--- src/rtl/traffic_pkg.sv ---
// traffic_pkg
//   Shared definitions for the traffic light controller front end:
//   one-hot light encodings, the vehicle debounce state enum and the
//   debounce counter width.
package traffic_pkg;

  // One-hot light codes {R,Y,G}
  localparam logic [2:0] LIGHT_RED    = 3'b100;
  localparam logic [2:0] LIGHT_YELLOW = 3'b010;
  localparam logic [2:0] LIGHT_GREEN  = 3'b001;

  localparam int DEBOUNCE_CNT_W = 4;

  typedef enum logic [1:0] {
    IDLE     = 2'd0,
    QUAL_ON  = 2'd1,
    PRESENT  = 2'd2,
    QUAL_OFF = 2'd3
  } deb_state_e;

endpackage

--- src/rtl/sensor_channel.sv ---
// sensor_channel
//   One vehicle-detector channel: 2-flop synchronizer, debounce FSM and
//   (optionally) a request latch that remembers a car which arrived on red
//   until its direction turns green.
//   Optional feature macro: SENSOR_REQUEST_LATCH_EN (request latch).
// Ports:
//   clk      in  system clock
//   rst      in  synchronous active-low reset
//   raw      in  raw asynchronous detector input
//   light    in  own-direction light, one-hot {R,Y,G}
//   present  out debounced vehicle presence (state PRESENT or QUAL_OFF)
//   pending  out registered latched-request flag (0 when latch disabled)
module sensor_channel
  import traffic_pkg::*;
#(
  parameter int DEBOUNCE_CYCLES = 4
) (
  input  logic       clk,
  input  logic       rst,
  input  logic       raw,
  input  logic [2:0] light,
  output logic       present,
  output logic       pending
);

  localparam logic [DEBOUNCE_CNT_W-1:0] CNT_LIMIT = DEBOUNCE_CNT_W'(DEBOUNCE_CYCLES);

  logic                      sync1_q, sync2_q;
  logic                      sync;
  deb_state_e                state_q, state_d;
  logic [DEBOUNCE_CNT_W-1:0] cnt_q, cnt_d;

  // Synchronizer stage
  always_ff @(posedge clk) begin
    if (!rst) begin
      sync1_q <= 1'b0;
      sync2_q <= 1'b0;
    end else begin
      sync1_q <= raw;
      sync2_q <= sync1_q;
    end
  end

  assign sync = sync2_q;

  // Debounce FSM stage
  always_ff @(posedge clk) begin
    if (!rst) begin
      state_q <= IDLE;
      cnt_q   <= '0;
    end else begin
      state_q <= state_d;
      cnt_q   <= cnt_d;
    end
  end

  always_comb begin
    state_d = state_q;
    cnt_d   = cnt_q;
    case (state_q)
      IDLE: begin
        if (sync) begin
          state_d = QUAL_ON;
          cnt_d   = DEBOUNCE_CNT_W'(1);
        end
      end
      QUAL_ON: begin
        if (!sync) begin
          state_d = IDLE;
          cnt_d   = '0;
        end else if (cnt_q == CNT_LIMIT) begin
          state_d = PRESENT;
          cnt_d   = '0;
        end else begin
          cnt_d = cnt_q + 1'b1;
        end
      end
      PRESENT: begin
        if (!sync) begin
          state_d = QUAL_OFF;
          cnt_d   = DEBOUNCE_CNT_W'(1);
        end
      end
      QUAL_OFF: begin
        if (sync) begin
          state_d = PRESENT;
          cnt_d   = '0;
        end else if (cnt_q == CNT_LIMIT) begin
          state_d = IDLE;
          cnt_d   = '0;
        end else begin
          cnt_d = cnt_q + 1'b1;
        end
      end
      default: begin
        state_d = IDLE;
        cnt_d   = '0;
      end
    endcase
  end

  assign present = (state_q == PRESENT) || (state_q == QUAL_OFF);

`ifdef SENSOR_REQUEST_LATCH_EN
  logic pending_q, pending_d;
  logic enter_present;

  assign enter_present = (state_d == PRESENT) && (state_q != PRESENT);

  // Request latch stage: green clears and beats a simultaneous set;
  // yellow and illegal codes match neither compare, so the flag holds.
  always_comb begin
    pending_d = pending_q;
    if (light == LIGHT_GREEN) begin
      pending_d = 1'b0;
    end else if (enter_present && (light == LIGHT_RED)) begin
      pending_d = 1'b1;
    end
  end

  always_ff @(posedge clk) begin
    if (!rst) begin
      pending_q <= 1'b0;
    end else begin
      pending_q <= pending_d;
    end
  end

  assign pending = pending_q;
`else
  logic light_unused;
  assign light_unused = ^light;
  assign pending      = 1'b0;
`endif

endmodule

--- src/rtl/vehicle_sensor_conditioner.sv ---
// vehicle_sensor_conditioner
//   Conditions the two raw vehicle detectors (NS, EW) for the traffic light
//   controller: one sensor_channel per direction plus registered outputs.
//   Optional feature macro: SENSOR_REQUEST_LATCH_EN (latched requests; when
//   undefined, *_pending is 0 and *_sensor follows debounced presence only).
// Ports:
//   clk        in  system clock
//   rst        in  synchronous active-low reset
//   ns_raw     in  raw NS detector (asynchronous)
//   ew_raw     in  raw EW detector (asynchronous)
//   NS_light   in  controller NS light, one-hot {R,Y,G}
//   EW_light   in  controller EW light, one-hot {R,Y,G}
//   NS_sensor  out conditioned NS demand (registered)
//   EW_sensor  out conditioned EW demand (registered)
//   ns_pending out NS latched-request flag
//   ew_pending out EW latched-request flag
module vehicle_sensor_conditioner
  import traffic_pkg::*;
#(
  parameter int DEBOUNCE_CYCLES = 4
) (
  input  logic       clk,
  input  logic       rst,
  input  logic       ns_raw,
  input  logic       ew_raw,
  input  logic [2:0] NS_light,
  input  logic [2:0] EW_light,
  output logic       NS_sensor,
  output logic       EW_sensor,
  output logic       ns_pending,
  output logic       ew_pending
);

  logic ns_present, ew_present;
  logic ns_pend, ew_pend;
  logic ns_sensor_q, ns_sensor_d;
  logic ew_sensor_q, ew_sensor_d;

  sensor_channel #(.DEBOUNCE_CYCLES(DEBOUNCE_CYCLES)) u_ns (
    .clk     (clk),
    .rst     (rst),
    .raw     (ns_raw),
    .light   (NS_light),
    .present (ns_present),
    .pending (ns_pend)
  );

  sensor_channel #(.DEBOUNCE_CYCLES(DEBOUNCE_CYCLES)) u_ew (
    .clk     (clk),
    .rst     (rst),
    .raw     (ew_raw),
    .light   (EW_light),
    .present (ew_present),
    .pending (ew_pend)
  );

  always_comb begin
    ns_sensor_d = ns_present | ns_pend;
    ew_sensor_d = ew_present | ew_pend;
  end

  // Output register stage
  always_ff @(posedge clk) begin
    if (!rst) begin
      ns_sensor_q <= 1'b0;
      ew_sensor_q <= 1'b0;
    end else begin
      ns_sensor_q <= ns_sensor_d;
      ew_sensor_q <= ew_sensor_d;
    end
  end

  assign NS_sensor  = ns_sensor_q;
  assign EW_sensor  = ew_sensor_q;
  assign ns_pending = ns_pend;
  assign ew_pending = ew_pend;

endmodule

--- config.mk ---
export PLATFORM = sky130hd
export DESIGN_NAME = vehicle_sensor_conditioner
export DESIGN_NICKNAME = d
export VERILOG_FILES = /design/src/rtl/traffic_pkg.sv /design/src/rtl/sensor_channel.sv /design/src/rtl/vehicle_sensor_conditioner.sv
export SDC_FILE = /design/constraint.sdc
export NUM_CORES = 1
export LEC_CHECK = 0
export CORE_MARGIN = 2
export CORE_UTILIZATION = 53
export CTS_BUF_LIST = sky130_fd_sc_hd__clkbuf_8 sky130_fd_sc_hd__clkbuf_16
export CTS_CLUSTER_SIZE = 20
export DETAILED_ROUTE_END_ITERATION = 10
export PLACE_DENSITY_LB_ADDON = 0.3
export SYNTH_ARGS = -nofsm -noshare
export SYNTH_HDL_FRONTEND = slang
export SYNTH_SLANG_ARGS = --single-unit
--- constraint.sdc ---
create_clock -name clk -period 2.2 [get_ports clk]
set_input_delay 0.55 -clock clk [delete_from_list [all_inputs] [get_ports clk]]
set_output_delay 0.55 -clock clk [all_outputs]
set_load 0.03 [all_outputs]
# After elaboration in Yosys (flattened, before gate mapping)
# Cells that the tools add are included.
# word_totals
reg_bits,18
input_bits,10
wordCells,62
# classes
add_sub_neg,2
eq_ne,16
mux,26
n_reduce_logical,8
# ops
cell,n
4-bit two-way mux,10
4-bit one-hot mux with 4 select lines,2
2-bit two-way mux,12
2-bit one-hot mux with 4 select lines,2
4-bit by 1-bit adder with 4-bit output (second input constant),2
2-bit == test (second input constant),4
4-bit by 3-bit == test with 1-bit output (second input constant),2
4-bit AND reduction,2
3-bit by 1-bit != test with 1-bit output (second input constant),2
3-bit != test (second input constant),2
2-bit by 1-bit == test with 1-bit output (second input constant),2
2-bit logical NOT,2
2-bit by 1-bit != test with 1-bit output (second input constant),2
2-bit != test (second input constant),2
2-bit AND reduction,2
1-bit logical OR,2

# Longest topological paths before layout
# Gate-level depths: netlist of run 1.
# logic_depth
depth_word,4
mapped_depth,6
mapped_depth_nobuf,6

# Hierarchy
# A second synthesis of run 1 with hierarchy kept.
# hier_totals
hier_cells,92
area_unflattened_um2,890.9
# modules_own_cells
mod,instances,cells_per_inst,area_each_um2
sensor_channel,2,44,417.9
vehicle_sensor_conditioner,1,4,55.1

# Worst setup path after synthesis of run 1
# No wires, ideal clock.
# synth_path
path_type,register -> register
start,register u_ns.cnt_q[0]
end,register (tool-made name)
setup_ns,0.116
arrival_ns,1.067
t_required_ns,2.084
slack_ns,1.017
stages_incl_launch_ff,7
path_buffers,0
period_less_slack_ns,1.183
path_cell_list,dfxtp_1 -> inv_1 -> ha_1 -> nor2b_1 -> nand3_1 -> mux2i_1 -> nor2b_1
# synth_lines
item,line_no,text
from (decl),sensor_channel.sv:31,"logic [DEBOUNCE_CNT_W-1:0] cnt_q, cnt_d;"
from (signal assigned),sensor_channel.sv:53,cnt_q <= cnt_d;

# Worst setup path in the final report of run 1
# layout_path
start,register ns_sensor_q (netlist: NS_sensor)
end,output port NS_sensor
# layout_lines
item,line_no,text
from (decl),vehicle_sensor_conditioner.sv:36,"logic ns_sensor_q, ns_sensor_d;"
from (signal assigned),vehicle_sensor_conditioner.sv:68,ns_sensor_q <= ns_sensor_d;
to (decl),vehicle_sensor_conditioner.sv:28,"output logic NS_sensor,"
# No word-level cell between the ends.

==> flow_metrics.env, run 1 <==
export IMPL_crit_fanout=1
export IMPL_n_antenna_cell=0
export IMPL_fill_cells=117
export IMPL_dr_pass1_iters=4
export IMPL_cts_tree="yes"
export IMPL_die_w_um=42.72
export IMPL_cp_required_ns=1.65
export IMPL_synth_distinct_cells=32
export IMPL_hold_depth=1
export IMPL_p_leak_uw=0.0003549
export IMPL_postSynthCellCount=82
export IMPL_worst_path_max_delay_cell="clkdlybuf4s50_1"
export IMPL_drt_initial_drc_count=3
export IMPL_skew_ns=0.0009009
export IMPL_min_path_type="register to register"
export IMPL_end_kind="output port"
export IMPL_grt_overflow_total=0
export IMPL_switchingPower_uw=124.7
export IMPL_clockPowerShare=0.377
export IMPL_insertion_delay_ns=0.25
export IMPL_num_vias=542
export IMPL_critPathBufInv=1
export IMPL_r2r_cells=6
export IMPL_status="complete, no violations"
export IMPL_period_minus_slack_ns=1.770
export IMPL_clock_path_buffers=2
export IMPL_hold_violations=0
export IMPL_multiInputGateArea_um2=394.1
export IMPL_root_buffer="clkbuf_8"
export IMPL_drc_errors=0
export IMPL_htreeDepth=1
export IMPL_peakVddDrop_uv=484.7
export IMPL_wl_per_cell_um=11.61
export IMPL_drv_cap=0
export IMPL_final_nets=103
export IMPL_syn2layout_area_growth_pct=11.65
export IMPL_finalWirelength_mm=1.184
export IMPL_path_clk_slew_ns=0.06
export IMPL_setup_viol_count_final=0
export IMPL_dp_hpwl_um=856
export IMPL_die_h_um=42.72
export IMPL_cts_made_buffers=3
export IMPL_fin_crit_sh=0.8044
export IMPL_ctsHoldBuffers=0
export IMPL_ys_ff_latch=18
export IMPL_critPathKind="register to output port"
export IMPL_synth_area_per_cell_um2=9.689
export IMPL_internal_power_uw=468.2
export IMPL_setup_tns_final_ns=0
export IMPL_synth_area_um2=794.5
export IMPL_p_seq_frac=0.571
export IMPL_ant_nets=0
export IMPL_die_area_mm2=0.001825
export IMPL_regArea_um2=360.3
export IMPL_synth_yosys_seq_area_share=0.4535
export IMPL_ioPinCount=14
export IMPL_p_per_area_mw_per_mm2=668.3
export IMPL_layout_drive_gt1_share=0.09195
export IMPL_cp_cell_sequence="clkdlybuf4s50_1"
export IMPL_cp_depth=1
export IMPL_ys_warn_count=0
export IMPL_p_comb_frac=0.053
export IMPL_clock_sinks=18
export IMPL_grt_pass1_wl_mm=1.987
export IMPL_place_port_buffers=5
export IMPL_cts_resized=0
export IMPL_gr_usage_all_layers=0.1547
export IMPL_initial_core_util=0.5885
export IMPL_slew_viol_final=0
export IMPL_p_sw_frac=0.2103
export IMPL_grt_pass1_vias=482
export IMPL_cp_start_kind="register"
export IMPL_core_mm2=0.001350
export IMPL_fin_area_um2=887.1
export IMPL_grt_max_degree=16
export IMPL_fmax_mhz=565.1
export IMPL_grt_antenna_before_repair=0
export IMPL_cts_setup_buffers=0
export IMPL_critPathMaxStageDelay_ns=0.66
export IMPL_cp_top_family="buffers and inverters"
export IMPL_place_congestion=0.7184
export IMPL_rows=13
export IMPL_viasPerCell=5.314
export IMPL_crit_arrival_ns=1.22
export IMPL_timing_hold_ws_ns=0.4350
export IMPL_rsz0062_at_grt="no"
export IMPL_post_dp_cell_area_um2=845.8
## kinds of logic after synthesis
group,synth area share
AND/OR/NAND/NOR,0.2472
multiplexers,0.02520
XOR/XNOR,0.07402
AO/OA/AOI/OAI,0.07717
other,0.004720
flip-flops,0.4535
adder cells (fa/ha/maj),0.06299
buffers and inverters,0.05509
## path summary, 6_finish.rpt
| kind | from | to | slack [ns] |
|---|---|---|---|
| worst max-delay path | NS_sensor$_SDFF_PN0_ | NS_sensor | 0.43 |
| worst min-delay path | u_ns.sync1_q$_SDFF_PN0_ | u_ns.sync$_SDFF_PN0_ | 0.43 |
| worst max register to register | u_ns.cnt_q[0]$_SDFFE_PN0P_ | register | 0.90 |
| worst min register to register | u_ns.sync1_q$_SDFF_PN0_ | u_ns.sync$_SDFF_PN0_ | 0.43 |
## synth_stat cells
| library cell | instances | share of area |
|---|---|---|
| dfxtp_1 | 18 | 0.45 |
| and2_1 | 5 | 0.039 |
| nand3_1 | 5 | 0.031 |
| nor2b_1 | 5 | 0.039 |
| ha_1 | 4 | 0.063 |
| inv_1 | 4 | 0.019 |
| nand2_1 | 4 | 0.019 |
| a31oi_1 | 3 | 0.024 |
| nor2_1 | 3 | 0.014 |
| xor2_1 | 3 | 0.033 |
| buf_4 | 2 | 0.019 |
| mux2i_1 | 2 | 0.025 |
| nand2b_1 | 2 | 0.016 |
| nand4_1 | 2 | 0.016 |
| nor3b_1 | 2 | 0.019 |
| xor2_2 | 2 | 0.041 |
| a211oi_1 | 1 | 0.0095 |
| a21boi_1 | 1 | 0.0095 |
| and2_2 | 1 | 0.0095 |
| and3_1 | 1 | 0.0079 |
| and3_2 | 1 | 0.0095 |
| buf_2 | 1 | 0.0063 |
| clkbuf_1 | 1 | 0.0047 |
| clkbuf_2 | 1 | 0.0063 |
| conb_1 | 1 | 0.0047 |
| nand3b_1 | 1 | 0.0095 |
| nand4b_1 | 1 | 0.011 |
| nor3_1 | 1 | 0.0063 |
| o2111a_1 | 1 | 0.014 |
| o21ai_0 | 1 | 0.0063 |
| o21ai_1 | 1 | 0.0063 |
| o22ai_1 | 1 | 0.0079 |
## per-stage QoR
step	power [µW]	cells	setup slack, ns	utilization
floorplan	369.3	83	1.017	-
global placement	375.2	99	0.5802	0.6265
detailed placement	377.0	99	0.5584	0.6265
CTS	601.6	102	0.4133	0.6571
global route	616.4	102	0.3880	0.6571
finish	592.9	102	0.4304	0.6571
## cell usage in the layout, fill, tap and decap left out
cell type and n:
a21boi_1 1, nand3b_1 1, ha_1 4, mux2i_1 2, and3_2 1, a31oi_1 3
xor2_2 2, xor2_1 3, nor3_1 1, clkdlybuf4s50_1 5, a211oi_1 1, nand2_1 4
clkbuf_8 3, buf_4 1, inv_1 4, nor2_1 3, and2_1 5, nand4b_1 1
and2_2 1, nor2b_1 5, and3_1 1, o21ai_1 1, o21ai_0 1, nand3_1 5
dfxtp_1 18, nand4_1 2, o22ai_1 1, o2111a_1 1, nor3b_1 2, nand2b_1 2
conb_1 2
## per-layer routing
metal,part of all wire,GRT usage,vias up,wire [µm]
met1,0.51,0.1941,244,598
met5,0,0,-,0
met4,0.041,0.1500,0,48
met2,0.42,0.2091,11,499
li1,-,-,283,-
met3,0.031,0.03830,4,37
## cell type report
cell class                      count  area share
Sequential cell                    18      0.4062
Timing Repair Buffer                6     0.06488
Inverter                            4     0.01693
Multi-Input combinational cell     56      0.4443
Clock buffer                        3     0.04654
Tap cell                           15     0.02116
## power groups by stage
stage / Clock, µW / Sequential, µW / Combinational [µW]
floorplan: 0 / 344 / 25.5
global placement: 0 / 345 / 29.8
detailed placement: 0 / 346 / 31.4
CTS: 232 / 338 / 31.4
global route: 243 / 339 / 34.4
finish: 223 / 338 / 31.3
Note: power is estimated with default switching activity, not from simulation.
==> run 2, diff against run 1 <==
--- a/config.mk
+++ b/config.mk
@@ -6,7 +6,7 @@
 export NUM_CORES = 1
 export LEC_CHECK = 0
 export CORE_MARGIN = 2
-export CORE_UTILIZATION = 53
+export CORE_UTILIZATION = 44
 export CTS_BUF_LIST = sky130_fd_sc_hd__clkbuf_8 sky130_fd_sc_hd__clkbuf_16
 export CTS_CLUSTER_SIZE = 20
 export DETAILED_ROUTE_END_ITERATION = 10
==> constraint.sdc (replaced) <==
create_clock -name clk -period 1.5 [get_ports clk]
set_input_delay 0.375 -clock clk [delete_from_list [all_inputs] [get_ports clk]]
set_output_delay 0.375 -clock clk [all_outputs]
set_load 0.03 [all_outputs]
==> run 2 against run 1 <==
Net effect: critical path depth did not move; count of clock-buffer cells in the layout did not move; wire length shrank 7.4%; die area rose by 18%; global-route usage is 3.1 points lower; sequential share of layout area fell by 0.79 points; critical path type unchanged; critical endpoint unchanged; largest cell class unchanged; largest power group unchanged; highest routed layer unchanged.
==> flow_metrics.env, run 2 (synthesis results as in run 1) <==
export IMPL_insertion_delay_ns=0.25
export IMPL_critPathKind="register to output port"
export IMPL_grt_pass1_wl_mm=1.849
export IMPL_final_common_cell="dfxtp_1"
export IMPL_rows=15
export IMPL_fin_crit_sh=0.8784
export IMPL_ctsHoldBuffers=0
export IMPL_peakVddDrop_uv=643.8
export IMPL_die_h_um=46.50
export IMPL_viasPerCell=4.735
export IMPL_drc_errors=0
export IMPL_fmax_mhz=759.0
export IMPL_hold_violations=0
export IMPL_critPathMaxStageDelay_ns=0.39
export IMPL_ioPinCount=14
export IMPL_rsz0062_at_grt="no"
export IMPL_clock_sinks=18
export IMPL_period_minus_slack_ns=1.318
export IMPL_grt_max_degree=12
export IMPL_final_cell_mix="dfxtp_1, nor2b_1, and2_1, nand3_1"
export IMPL_htreeDepth=1
export IMPL_layout_drive_gt1_share=0.1023
export IMPL_multiInputGateArea_um2=394.1
export IMPL_dp_hpwl_um=814.3
export IMPL_drv_cap=0
export IMPL_clock_path_buffers=2
export IMPL_initial_core_util=0.4652
export IMPL_fill_cells=163
export IMPL_ant_nets=0
export IMPL_setup_tns_final_ns=0
export IMPL_fin_area_um2=904.6
export IMPL_skew_ns=0.001707
export IMPL_status="complete, no violations"
export IMPL_p_leak_uw=0.0003694
export IMPL_slew_viol_final=0
export IMPL_place_congestion=0.7590
export IMPL_path_clk_slew_ns=0.07
export IMPL_utilization=0.5297
export IMPL_cts_tree="yes"
export IMPL_root_buffer="clkbuf_8"
export IMPL_grt_pass1_vias=460
export IMPL_gr_usage_all_layers=0.1242
export IMPL_drt_initial_drc_count=6
export IMPL_dr_pass1_iters=4
export IMPL_place_port_buffers=5
export IMPL_cp_start_kind="register"
export IMPL_crit_fanout=1
export IMPL_critPathBufInv=1
export IMPL_finalWirelength_mm=1.096
export IMPL_crit_arrival_ns=0.94
export IMPL_n_antenna_cell=0
export IMPL_grt_antenna_before_repair=0
export IMPL_regArea_um2=360.3
export IMPL_core_mm2=0.001708
export IMPL_cts_made_buffers=3
export IMPL_setup_viol_count_final=0
export IMPL_cp_cell_sequence="dlygate4sd2_1"
export IMPL_cp_required_ns=1.12
export IMPL_grt_overflow_total=0
export IMPL_min_path_type="register to register"
export IMPL_final_nets=104
export IMPL_p_per_area_mw_per_mm2=957.6
export IMPL_dp_cells=110
export IMPL_die_area_mm2=0.002162
export IMPL_die_w_um=46.50
export IMPL_worst_path_max_delay_cell="dlygate4sd2_1"
export IMPL_instances_no_fill=113
export IMPL_syn2layout_area_growth_pct=13.86
export IMPL_wl_per_cell_um=9.699
export IMPL_num_vias=535
export IMPL_end_kind="output port"
export IMPL_post_dp_cell_area_um2=865.8
export IMPL_cp_top_family="buffers and inverters"
export IMPL_finalPower_uw=866.3
==> run 2: per-stage QoR <==
step | hold WS, ns | setup WS, ns
finish | 0.4404 | 0.1824
global route | 0.4558 | 0.08831
CTS | 0.4465 | 0.1697
detailed placement | 0.4203 | 0.1301
global placement | 0.4142 | 0.1543
floorplan | 0.4119 | 0.3173
==> run 2: worst paths after layout <==
kind	startpoint	to	slack, ns	depth (start not counted)
hold reg to reg	u_ns.sync1_q$_SDFF_PN0_	u_ns.sync$_SDFF_PN0_	0.44	1
setup / recovery	NS_sensor$_SDFF_PN0_	NS_sensor	0.18	1
setup reg to reg	u_ns.cnt_q[0]$_SDFFE_PN0P_	register	0.21	6
hold / removal	u_ns.sync1_q$_SDFF_PN0_	u_ns.sync$_SDFF_PN0_	0.44	1
==> run 2: layout make-up <==
class | count | area share
clock buffer | 3 | 0.04564
timing repair buffer | 7 | 0.06916
inverter | 4 | 0.01660
multi-input combinational | 56 | 0.4357
sequential | 18 | 0.3983
tap | 25 | 0.03458
==> run 2: routing by layer <==
layer	up-vias	global-route usage	part of all wire	routed length, µm
li1	284	-	-	-
met1	239	0.1735	0.51	556
met2	10	0.1667	0.43	475
met3	2	0.03922	0.047	52
met4	0	0.06857	0.011	12
met5	-	0	0	0
==> run 2: timing repair <==
item                       4_1_cts  5_1_grt
resized for setup                2        0
setup buffers                    0        0
setup endpoints to repair        2        0
==> run 2: where the power goes <==
group	switching [µW]	internal, µW	leakage, µW
sequential	8.91	488	0.000146
clock	145	178	0.0000216
combinational	24.6	22.2	0.000202
==> run 3, diff against run 2 <==
--- a/config.mk
+++ b/config.mk
@@ -5,12 +5,13 @@
 export SDC_FILE = /design/constraint.sdc
 export NUM_CORES = 1
 export LEC_CHECK = 0
-export CORE_MARGIN = 2
+export CORE_MARGIN = 4
 export CORE_UTILIZATION = 44
 export CTS_BUF_LIST = sky130_fd_sc_hd__clkbuf_8 sky130_fd_sc_hd__clkbuf_16
 export CTS_CLUSTER_SIZE = 20
 export DETAILED_ROUTE_END_ITERATION = 10
 export PLACE_DENSITY_LB_ADDON = 0.3
+export SKIP_CTS_REPAIR_TIMING = 1
 export SYNTH_ARGS = -nofsm -noshare
 export SYNTH_HDL_FRONTEND = slang
 export SYNTH_SLANG_ARGS = --single-unit
==> run 3 against run 2 <==
Net effect: fmax grew 1.0%; worst hold slack is essentially flat; cell count is the same; power grew 0.98%; global-route usage shrank 1.3 points; cell area grew 0.83%; combinational power grew 1%; via count grew 0.75%; clock power grew 2%; clock skew shrank 0.00097 ns; sequential power is essentially flat; critical path type is now register to register.
==> flow_metrics.env, run 3 (synthesis results as in run 1) <==
export IMPL_met1_usage=0.1333
export IMPL_cts_made_buffers=3
export IMPL_slew_viol_final=0
export IMPL_final_common_cell="dfxtp_1"
export IMPL_internal_power_uw=688.3
export IMPL_grt_pass1_wl_mm=2.021
export IMPL_drt_initial_drc_count=7
export IMPL_fin_area_um2=912.1
export IMPL_fin_ws_ns=0.1958
export IMPL_top_usage_layer="met2"
export IMPL_p_seq_frac=0.568
export IMPL_timing_hold_ws_ns=0.4401
export IMPL_viasPerCell=4.770
export IMPL_min_path_type="register to register"
export IMPL_n_antenna_cell=0
export IMPL_dp_hpwl_um=839
export IMPL_rsz0062_at_grt="no"
export IMPL_setup_tns_final_ns=0
export IMPL_fmax_mhz=766.8
export IMPL_cts_tree="yes"
export IMPL_path_clk_slew_ns=0.06
export IMPL_place_port_buffers=5
export IMPL_drv_cap=0
export IMPL_cp_start_kind="register"
export IMPL_num_vias=539
export IMPL_post_dp_cell_area_um2=865.8
export IMPL_syn2layout_area_growth_pct=14.80
export IMPL_crit_arrival_ns=1.45
export IMPL_clock_path_buffers=2
export IMPL_dp_cells=110
export IMPL_die_w_um=50.50
export IMPL_root_buffer="clkbuf_8"
export IMPL_instances_no_fill=113
export IMPL_switchingPower_uw=186.5
export IMPL_cp_cell_sequence="inv_1 > ha_1 > nor2b_1 > nand3_1 > mux2i_1 > nor2b_1"
export IMPL_final_nets=104
export IMPL_grt_overflow_total=0
export IMPL_critPathMaxStageDelay_ns=0.40
export IMPL_die_h_um=50.50
export IMPL_crit_top_cell="nor2b_1"
export IMPL_drc_errors=0
export IMPL_p_comb_frac=0.054
export IMPL_critPathKind="register to register"
export IMPL_post_place_ws_ns=0.09597
export IMPL_htreeDepth=1
export IMPL_rows=15
export IMPL_grt_use_met2=0.1587
export IMPL_grt_antenna_before_repair=0
export IMPL_p_leak_uw=0.0003972
export IMPL_period_minus_slack_ns=1.304
export IMPL_end_kind="register"
export IMPL_core_mm2=0.001727
export IMPL_p_sw_frac=0.2132
export IMPL_worst_path_max_delay_cell="dfxtp_1"
export IMPL_ioPinCount=14
export IMPL_die_area_mm2=0.002550
export IMPL_final_cell_mix="dfxtp_1, nor2b_1, and2_1, nand3_1"
export IMPL_clock_sinks=18
export IMPL_dr_pass1_iters=4
export IMPL_grt_util_met3=0.02671
export IMPL_fin_crit_sh=0.8694
export IMPL_layout_drive_gt1_share=0.1023
export IMPL_grt_pass1_vias=474
export IMPL_cp_required_ns=1.65
export IMPL_status="complete, no violations"
export IMPL_crit_fanout=5
export IMPL_initial_core_util=0.4601
export IMPL_place_congestion=0.6821
export IMPL_grt_max_degree=13
export IMPL_gr_usage_all_layers=0.1111
export IMPL_p_per_area_mw_per_mm2=959.0
export IMPL_clockPowerShare=0.378
export IMPL_finalWirelength_mm=1.208
export IMPL_peakVddDrop_uv=539.4
export IMPL_ant_nets=0
export IMPL_hold_violations=0
export IMPL_insertion_delay_ns=0.25
export IMPL_setup_viol_count_final=0
export IMPL_skew_ns=0.0007373
export IMPL_wl_per_cell_um=10.69
## run 3: changes by cell type in the layout (fill, tap and decap cells not counted)
cell	change
dlygate4sd2_1	-2
dlymetal6s2s_1	+2
## run 3: critical path: cells and delay by family, from the launching register on
kind	cells	cell delay, ns
adder cells (fa/ha/maj)	1	0.19
buffers and inverters	1	0.06
flip-flops	1	0.40
multiplexers	1	0.20
AND/OR/NAND/NOR	3	0.36
## run 3: area by class of cell
| class | count | area (µm²) |
|---|---|---|
| inverter | 4 | 15.01 |
| multi-input combinational | 56 | 394.1 |
| clock buffer | 3 | 41.29 |
| tap | 25 | 31.28 |
| sequential | 18 | 360.3 |
| timing repair buffer | 7 | 70.07 |
| fill | 165 | 814.5 |
## run 3: layer usage
| metal | wire (µm) | vias to the layer above | part of all wire |
|---|---|---|---|
| met2 | 502 | 11 | 0.42 |
| met3 | 52 | 5 | 0.043 |
| met1 | 606 | 241 | 0.50 |
| met5 | 0 | - | 0 |
| li1 | - | 282 | - |
| met4 | 47 | 0 | 0.039 |
## run 3: final timing paths
path         cells past startpoint                   end                       start  slack, ns
max                              6              register  u_ns.cnt_q[0]$_SDFFE_PN0P_       0.20
min                              1  u_ns.sync$_SDFF_PN0_     u_ns.sync1_q$_SDFF_PN0_       0.44
max reg2reg                      6              register  u_ns.cnt_q[0]$_SDFFE_PN0P_       0.20
min reg2reg                      1  u_ns.sync$_SDFF_PN0_     u_ns.sync1_q$_SDFF_PN0_       0.44
## run 3: metrics by stage
stage	power (µW)	util
floorplan	541.7	-
global placement	552.5	0.5014
detailed placement	554.8	0.5014
CTS	895.0	0.5254
global route	916.8	0.5283
finish	874.8	0.5283
## run 3: power groups by stage
stage	Sequential, µW	Clock, µW	Combinational (µW)
2_1_floorplan	504	0	37.4
4_1_cts	496	351	47.8
3_3_place_gp	507	0	45.6
3_5_place_dp	507	0	47.6
5_1_grt	497	366	52.9
6_report	497	331	47.4
